===== src/rtl/evac_pkg.sv =====
// Package: sizing helper, default parameters and the lane entry type shared by the
// evacuation priority queue, its lanes and its bench.
package evac_pkg;

  localparam int ZONE_W_DEF   = 8;
  localparam int NUM_PRIO_DEF = 4;
  localparam int DEPTH_DEF    = 4;
  localparam int CTR8_W       = 8;

  function automatic int clog2(input int value);
    int result;
    result = 0;
    while ((1 << result) < value) begin
      result++;
    end
    return result;
  endfunction

  localparam int PRIO_W_DEF = clog2(NUM_PRIO_DEF);

  typedef struct packed {
    logic [ZONE_W_DEF-1:0] zone;
    logic [PRIO_W_DEF-1:0] prio;
  } lane_entry_t;

endpackage


===== src/rtl/evac_fifo_lane.sv =====
// Module: evac_fifo_lane
// One priority lane: circular buffer with occupancy count and a fall-through head.
module evac_fifo_lane
  import evac_pkg::*;
#(
  parameter int ENTRY_W = 10,
  parameter int DEPTH   = 4
) (
  input  logic               clk_i,
  input  logic               rst_ni,
  input  logic               clear_i,
  input  logic               push_i,
  input  logic               pop_i,
  input  logic [ENTRY_W-1:0] data_i,
  output logic [ENTRY_W-1:0] head_o,
  output logic               empty_o,
  output logic               full_o
);

  localparam int PTR_W = clog2(DEPTH);
  localparam int OCC_W = clog2(DEPTH + 1);

  logic [ENTRY_W-1:0] mem_q [DEPTH];
  logic [PTR_W-1:0]   wr_ptr_q, wr_ptr_d;
  logic [PTR_W-1:0]   rd_ptr_q, rd_ptr_d;
  logic [OCC_W-1:0]   occ_q, occ_d;
  logic               push_ok, pop_ok;

  assign empty_o = (occ_q == '0);
  assign full_o  = (occ_q == OCC_W'(DEPTH));
  assign head_o  = mem_q[rd_ptr_q];

  // A push into a full lane only fits when the head leaves on the same edge.
  assign pop_ok  = pop_i && !empty_o;
  assign push_ok = push_i && (!full_o || pop_ok);

  always_comb begin
    wr_ptr_d = wr_ptr_q;
    rd_ptr_d = rd_ptr_q;
    occ_d    = occ_q;
    if (clear_i) begin
      wr_ptr_d = '0;
      rd_ptr_d = '0;
      occ_d    = '0;
    end else begin
      if (push_ok) begin
        wr_ptr_d = wr_ptr_q + PTR_W'(1);
      end
      if (pop_ok) begin
        rd_ptr_d = rd_ptr_q + PTR_W'(1);
      end
      if (push_ok && !pop_ok) begin
        occ_d = occ_q + OCC_W'(1);
      end else if (pop_ok && !push_ok) begin
        occ_d = occ_q - OCC_W'(1);
      end
    end
  end

  always_ff @(posedge clk_i or negedge rst_ni) begin
    if (!rst_ni) begin
      wr_ptr_q <= '0;
      rd_ptr_q <= '0;
      occ_q    <= '0;
    end else begin
      wr_ptr_q <= wr_ptr_d;
      rd_ptr_q <= rd_ptr_d;
      occ_q    <= occ_d;
    end
  end

  // Storage carries no reset; only the pointers and occupancy define validity.
  always_ff @(posedge clk_i) begin
    if (push_ok && !clear_i) begin
      mem_q[wr_ptr_q] <= data_i;
    end
  end

endmodule


===== src/rtl/evac_priority_queue.sv =====
// Module: evac_priority_queue
// Multi-lane evacuation request queue serving the highest-priority head; define
// EVAC_AGING_EN to let long-waiting lanes turn urgent after AGE_LIMIT foreign grants.
module evac_priority_queue
  import evac_pkg::*;
#(
  parameter int  ZONE_W    = ZONE_W_DEF,
  parameter int  NUM_PRIO  = NUM_PRIO_DEF,
  parameter int  DEPTH     = DEPTH_DEF,
  parameter int  AGE_LIMIT = 8,
  localparam int PRIO_W    = clog2(NUM_PRIO),
  localparam int COUNT_W   = clog2(NUM_PRIO * DEPTH + 1)
) (
  input  logic                Main_Clock,
  input  logic                Reset_n,
  input  logic                Clear,
  input  logic                Insert,
  input  logic [ZONE_W-1:0]   Zone,
  input  logic [PRIO_W-1:0]   Priority,
  input  logic                Serve,
  output logic [ZONE_W-1:0]   Output_Zone,
  output logic [PRIO_W-1:0]   Output_Priority,
  output logic                Empty,
  output logic [NUM_PRIO-1:0] Lane_Full,
  output logic [COUNT_W-1:0]  Item_Count,
  output logic                Overflow,
  output logic [CTR8_W-1:0]   Drop_Count
);

  localparam int ENTRY_W = ZONE_W + PRIO_W;

  if ((NUM_PRIO < 2) || ((NUM_PRIO & (NUM_PRIO - 1)) != 0) ||
      (DEPTH < 2) || ((DEPTH & (DEPTH - 1)) != 0) ||
      (AGE_LIMIT < 1) || (AGE_LIMIT > 255)) begin : g_param_check
    $error("evac_priority_queue: illegal parameter set");
  end

  logic [NUM_PRIO-1:0] lane_empty, lane_full, lane_push, lane_pop, lane_urgent;
  logic [ENTRY_W-1:0]  lane_head [NUM_PRIO];
  logic [PRIO_W-1:0]   sel_idx;
  logic                sel_valid, serve_ok, insert_ok, drop;
  logic [COUNT_W-1:0]  count_q, count_d;
  logic [CTR8_W-1:0]   drop_cnt_q, drop_cnt_d;
  logic                overflow_q;

  assign lane_push = Insert ? (NUM_PRIO'(1) << Priority) : '0;

  for (genvar g = 0; g < NUM_PRIO; g++) begin : g_lane
    evac_fifo_lane #(
      .ENTRY_W (ENTRY_W),
      .DEPTH   (DEPTH)
    ) u_lane (
      .clk_i   (Main_Clock),
      .rst_ni  (Reset_n),
      .clear_i (Clear),
      .push_i  (lane_push[g]),
      .pop_i   (lane_pop[g]),
      .data_i  ({Zone, Priority}),
      .head_o  (lane_head[g]),
      .empty_o (lane_empty[g]),
      .full_o  (lane_full[g])
    );
  end

  // Highest non-empty lane wins, unless some lane is urgent; then the highest urgent lane wins.
  always_comb begin
    sel_valid = 1'b0;
    sel_idx   = '0;
    for (int i = 0; i < NUM_PRIO; i++) begin
      if (!lane_empty[i]) begin
        sel_valid = 1'b1;
        sel_idx   = PRIO_W'(i);
      end
    end
    for (int i = 0; i < NUM_PRIO; i++) begin
      if (lane_urgent[i]) begin
        sel_idx = PRIO_W'(i);
      end
    end
  end

  assign serve_ok  = Serve && sel_valid;
  assign lane_pop  = serve_ok ? (NUM_PRIO'(1) << sel_idx) : '0;
  assign insert_ok = Insert && (!lane_full[Priority] || lane_pop[Priority]);
  assign drop      = Insert && !insert_ok;

  always_comb begin
    Output_Zone     = '0;
    Output_Priority = '0;
    if (sel_valid) begin
      {Output_Zone, Output_Priority} = lane_head[sel_idx];
    end
  end

  always_comb begin
    count_d    = count_q;
    drop_cnt_d = drop_cnt_q;
    if (insert_ok && !serve_ok) begin
      count_d = count_q + COUNT_W'(1);
    end else if (serve_ok && !insert_ok) begin
      count_d = count_q - COUNT_W'(1);
    end
    if (drop && (drop_cnt_q != '1)) begin
      drop_cnt_d = drop_cnt_q + CTR8_W'(1);
    end
  end

  always_ff @(posedge Main_Clock or negedge Reset_n) begin
    if (!Reset_n) begin
      count_q    <= '0;
      drop_cnt_q <= '0;
      overflow_q <= 1'b0;
    end else if (Clear) begin
      count_q    <= '0;
      drop_cnt_q <= '0;
      overflow_q <= 1'b0;
    end else begin
      count_q    <= count_d;
      drop_cnt_q <= drop_cnt_d;
      overflow_q <= drop;
    end
  end

`ifdef EVAC_AGING_EN
  logic [CTR8_W-1:0] age_q [NUM_PRIO];
  logic [CTR8_W-1:0] age_d [NUM_PRIO];

  always_comb begin
    for (int i = 0; i < NUM_PRIO; i++) begin
      lane_urgent[i] = !lane_empty[i] && (age_q[i] >= CTR8_W'(AGE_LIMIT));
    end
  end

  // Age counts grants given to other lanes while this one waits.
  always_comb begin
    for (int i = 0; i < NUM_PRIO; i++) begin
      age_d[i] = age_q[i];
      if (lane_empty[i] || lane_pop[i]) begin
        age_d[i] = '0;
      end else if (serve_ok && (age_q[i] != '1)) begin
        age_d[i] = age_q[i] + CTR8_W'(1);
      end
    end
  end

  always_ff @(posedge Main_Clock or negedge Reset_n) begin
    if (!Reset_n) begin
      for (int i = 0; i < NUM_PRIO; i++) begin
        age_q[i] <= '0;
      end
    end else if (Clear) begin
      for (int i = 0; i < NUM_PRIO; i++) begin
        age_q[i] <= '0;
      end
    end else begin
      for (int i = 0; i < NUM_PRIO; i++) begin
        age_q[i] <= age_d[i];
      end
    end
  end
`else
  assign lane_urgent = '0;
`endif

  assign Empty      = &lane_empty;
  assign Lane_Full  = lane_full;
  assign Item_Count = count_q;
  assign Overflow   = overflow_q;
  assign Drop_Count = drop_cnt_q;

endmodule

===== config.mk =====
export PLATFORM = sky130hd
export DESIGN_NAME = evac_priority_queue
export DESIGN_NICKNAME = d
export VERILOG_FILES = /design/src/rtl/evac_pkg.sv /design/src/rtl/evac_fifo_lane.sv /design/src/rtl/evac_priority_queue.sv
export SDC_FILE = /design/constraint.sdc
export NUM_CORES = 1
export LEC_CHECK = 0
export CAP_MARGIN = 40
export CORE_UTILIZATION = 25
export DETAILED_ROUTE_END_ITERATION = 8
export SYNTH_ARGS = -nofsm -noshare
export SYNTH_HDL_FRONTEND = slang
export SYNTH_SLANG_ARGS = --single-unit
export TNS_END_PERCENT = 10

===== constraint.sdc =====
create_clock -name Main_Clock -period 3.35 [get_ports Main_Clock]
set_input_delay 0.5025 -clock Main_Clock [delete_from_list [all_inputs] [get_ports Main_Clock]]
set_output_delay 0.5025 -clock Main_Clock [all_outputs]
set_load 0.01 [all_outputs]

==> flow_metrics.env <==
export IMPL_synth_simple_area_share_pct=9.58
export IMPL_tritoncts="yes"
export IMPL_placed_cells=1137
export IMPL_startpoint="g_lane[1].u_lane.occ_q[1]"
export IMPL_drtIter0Drc=323
export IMPL_peakVddDrop_mv=0.353
export IMPL_vias_per_cell=4.58
export IMPL_yosys_warnings=0
export IMPL_rows=69
export IMPL_finalClockSkew_ns=0.0119
export IMPL_gr_usage_met3_pct=1.73
export IMPL_violations="DRC"
export IMPL_p_total_mw=7.85
export IMPL_internal_power_mw=5.43
export IMPL_max_freq_mhz=300
export IMPL_required_ns=2.85
export IMPL_place_gp_congestion=0.783
export IMPL_cts_sinks=202
export IMPL_final_hold_viol_count=0
export IMPL_mostFrequentLayoutCell="edfxtp_1"
export IMPL_cts_htree_levels=1
export IMPL_synthCells=608
export IMPL_final_area_um2=11300
export IMPL_synth_top_cell_area_share_pct=52.5
export IMPL_synthMuxAreaShare_pct=11.1
export IMPL_io_pins=44
export IMPL_dieHeight_um=193
export IMPL_status="finished, violations left"
export IMPL_syn_area_um2=9150
export IMPL_tightest_slew_ns=0.693
export IMPL_ys_seq_elements=202
export IMPL_grt_max_degree=31
export IMPL_post_dp_cell_area_um2=10500
export IMPL_clkPwrFrac_pct=30.1
export IMPL_stdcell_count=1176
export IMPL_cts_buffers=21
export IMPL_endpoint_kind="output pin"
export IMPL_grt_pass1_vias=5404
export IMPL_start_util_pct=25.5
export IMPL_drc_errors=3
export IMPL_synth_compound_area_share_pct=6.51
export IMPL_ys_types=64
export IMPL_cellLeakagePower_nw=3.95
export IMPL_drv_cap=0
export IMPL_drv_slew=0
export IMPL_rsz0062_at_grt="yes"
export IMPL_drive_gt1_share_pct=21.4
export IMPL_syn_to_final_growth_pct=23.1
export IMPL_p_seq_share_pct=37.9
export IMPL_top_usage_layer="met2"
export IMPL_synth_avg_cell_area_um2=15.1
export IMPL_layout_common_cells="edfxtp_1 (160), nor2_1 (57), buf_4 (53), dfrtp_1 (41), mux4_2 (40)"
export IMPL_ys_seq_area_share_pct=64.0
export IMPL_r2r_slack_ns=0.40
export IMPL_n_antenna_cell=0
export IMPL_slew_headroom_pct=53.7
export IMPL_r2r_start="g_lane[1].u_lane.occ_q[1]"
export IMPL_post_drt_wl_per_cell_um=17.6
export IMPL_ys_flop_type="edfxtp_1"
export IMPL_dieArea_um2=37400
export IMPL_antenna_found_initial=0
export IMPL_period_minus_slack_ns=3.33
export IMPL_grt_pass1_wl_mm=32.1
export IMPL_synth_top_family_by_area="multiplexers"
export IMPL_crit_path_max_fanout=8
export IMPL_setup_worst_path_end="Output_Priority[0]"
export IMPL_swShare_pct=30.8
export IMPL_grt_use_met1_pct=14.4
export IMPL_yosys_top_cells_area="edfxtp_1 (53%), dfrtp_1 (11%), mux4_2 (9.8%)"
export IMPL_yosysTopAreaCell="edfxtp_1"
export IMPL_synth_nets=649
export IMPL_drt_wl_total_mm=20.7
export IMPL_die_w_um=193
export IMPL_final_nets=741
export IMPL_cts_root_buffer="clkbuf_16"
export IMPL_crit_type="reg2out"
export IMPL_synthAdderAreaFrac_pct=3.96
export IMPL_async_reset_ff_share_pct=20.8
export IMPL_cts_setup_buffers=0
export IMPL_met2_usage_pct=19.2
export IMPL_min_from="Clear"
export IMPL_overflow=0
export IMPL_portBuffers=43
export IMPL_switching_power_mw=2.42
export IMPL_comb_power_share_pct=31.9
export IMPL_clk_latency_ns=0.49
export IMPL_cts_max_path_buffers=3
export IMPL_worstRegToRegCells=8
export IMPL_timing_rr_end="Item_Count[4]"
export IMPL_cp_start_kind="register"
export IMPL_timing_final_crit_share_pct=99.4
export IMPL_synth_edf_count=160
export IMPL_firstDrtPassIters=6
export IMPL_hold_class="in2reg"
export IMPL_cp_data_arrival_time_ns=2.83
export IMPL_core_area_um2=35800
export IMPL_dp_hpwl_mm=14.4
export IMPL_p_per_area_nw_per_um2=697
export IMPL_clkSlewWorstSetupHoldPaths_ns=0.06
export IMPL_setup_viol=0
export IMPL_yosys_area_share_xor_xnor_pct=2.11
export IMPL_grt_usage_pct=11.1
export IMPL_tns_ns=0
export IMPL_num_vias=5388
export IMPL_postRouteAntennaNets=0
-- critical path: stages (launching register included) --
cell,delay (ns)
dfrtp_1,0.44
or3_1,0.46
buf_4,0.20
nand2_1,0.13
o221ai_1,0.24
a21oi_1,0.29
clkdlybuf4s50_1,0.58
-- routing by layer --
layer	up-vias	part of all wire, %
met5	-	0
met4	0	1.6
met3	18	5.4
met2	130	50
met1	2738	43
li1	2502	-
-- synth_stat cells (6+ instances only) --
| cell | n |
|---|---|
| clkbuf_1 | 21 |
| dfrtp_1 | 42 |
| edfxtp_1 | 160 |
| and2_1 | 20 |
| mux4_2 | 40 |
| or3_1 | 6 |
| inv_1 | 23 |
| nor2b_1 | 7 |
| ha_1 | 21 |
| a211oi_1 | 6 |
| buf_2 | 6 |
| nor4_1 | 6 |
| a21oi_1 | 26 |
| a221oi_1 | 7 |
| nand2_1 | 22 |
| o21ai_0 | 8 |
| mux2i_1 | 7 |
| nand3_1 | 12 |
| nor2_1 | 57 |
| o31ai_1 | 9 |
| nor3_1 | 7 |
| xnor2_1 | 17 |
-- layout make-up --
class	instances	area (um2)
fill	3428	24600
sequential	202	5860
multi-input combinational	347	3050
timing repair buffer	105	992
tap	461	577
clock buffer	25	551
clock inverter	13	149
inverter	23	86.3
-- how the worst min path moves through the flow --
| stage | endpoint | slack (ns) | cells past startpoint |
|---|---|---|---|
| detailed placement | g_lane[0].u_lane.wr_ptr_q[0] | 0.52 | 1 |
| global route | g_lane[1].u_lane.rd_ptr_q[0] | 0.50 | 2 |
| floorplan | Drop_Count[0] | 0.21 | 0 |
| CTS | g_lane[0].u_lane.wr_ptr_q[1] | 0.47 | 2 |
| finish | g_lane[0].u_lane.wr_ptr_q[1] | 0.47 | 2 |
| global placement | g_lane[0].u_lane.wr_ptr_q[0] | 0.51 | 1 |
-- registers in the layout, summed over array words and instances, names as in the netlist --
register,count
g_lane.u_lane.wr_ptr_q,8
g_lane.u_lane.mem_q,160
Overflow,1
g_lane.u_lane.occ_q,12
Drop_Count,8
Item_Count,5
g_lane.u_lane.rd_ptr_q,8
-- power by group through the flow --
stage	registers [mW]	logic, mW	clock network (mW)
after detailed placement	3.03	2.57	0
after global placement	3.03	2.55	0
final	2.98	2.51	2.36
after global routing	3.00	2.71	2.52
after CTS	2.98	2.55	2.42
after floorplan	2.97	1.50	0
-- metrics by stage --
step	hold slack, ns	utilization (%)	setup WS (ns)
final	0.465	31.4	0.0187
after global routing	0.504	31.4	-0.0107
after CTS	0.468	31.4	-0.0616
after detailed placement	0.524	29.4	-0.188
after global placement	0.514	29.4	-0.167
after floorplan	0.207	-	0.221
-- cell families (layout without fill, tap and decap cells) --
| group | after synthesis | in the layout |
|---|---|---|
| muxes | 51 | 51 |
| and+or+nand+nor | 165 | 165 |
| buffers and inverters | 59 | 166 |
| xor gates and xnor gates | 22 | 22 |
| AOI/OAI and AO/OA | 83 | 83 |
| adders and majority gates | 26 | 26 |
| DFF | 202 | 202 |
-- repair_timing --
| item | in CTS | in global routing |
|---|---|---|
| hold buffers | 1 | 0 |
| endpoints found under the hold margin | 2 | 0 |
| pin swaps | 1 | 1 |
| setup endpoints to repair | 8 | 4 |
| resized for setup | 4 | 4 |
No activity file was read; power rests on OpenSTA's default activity.
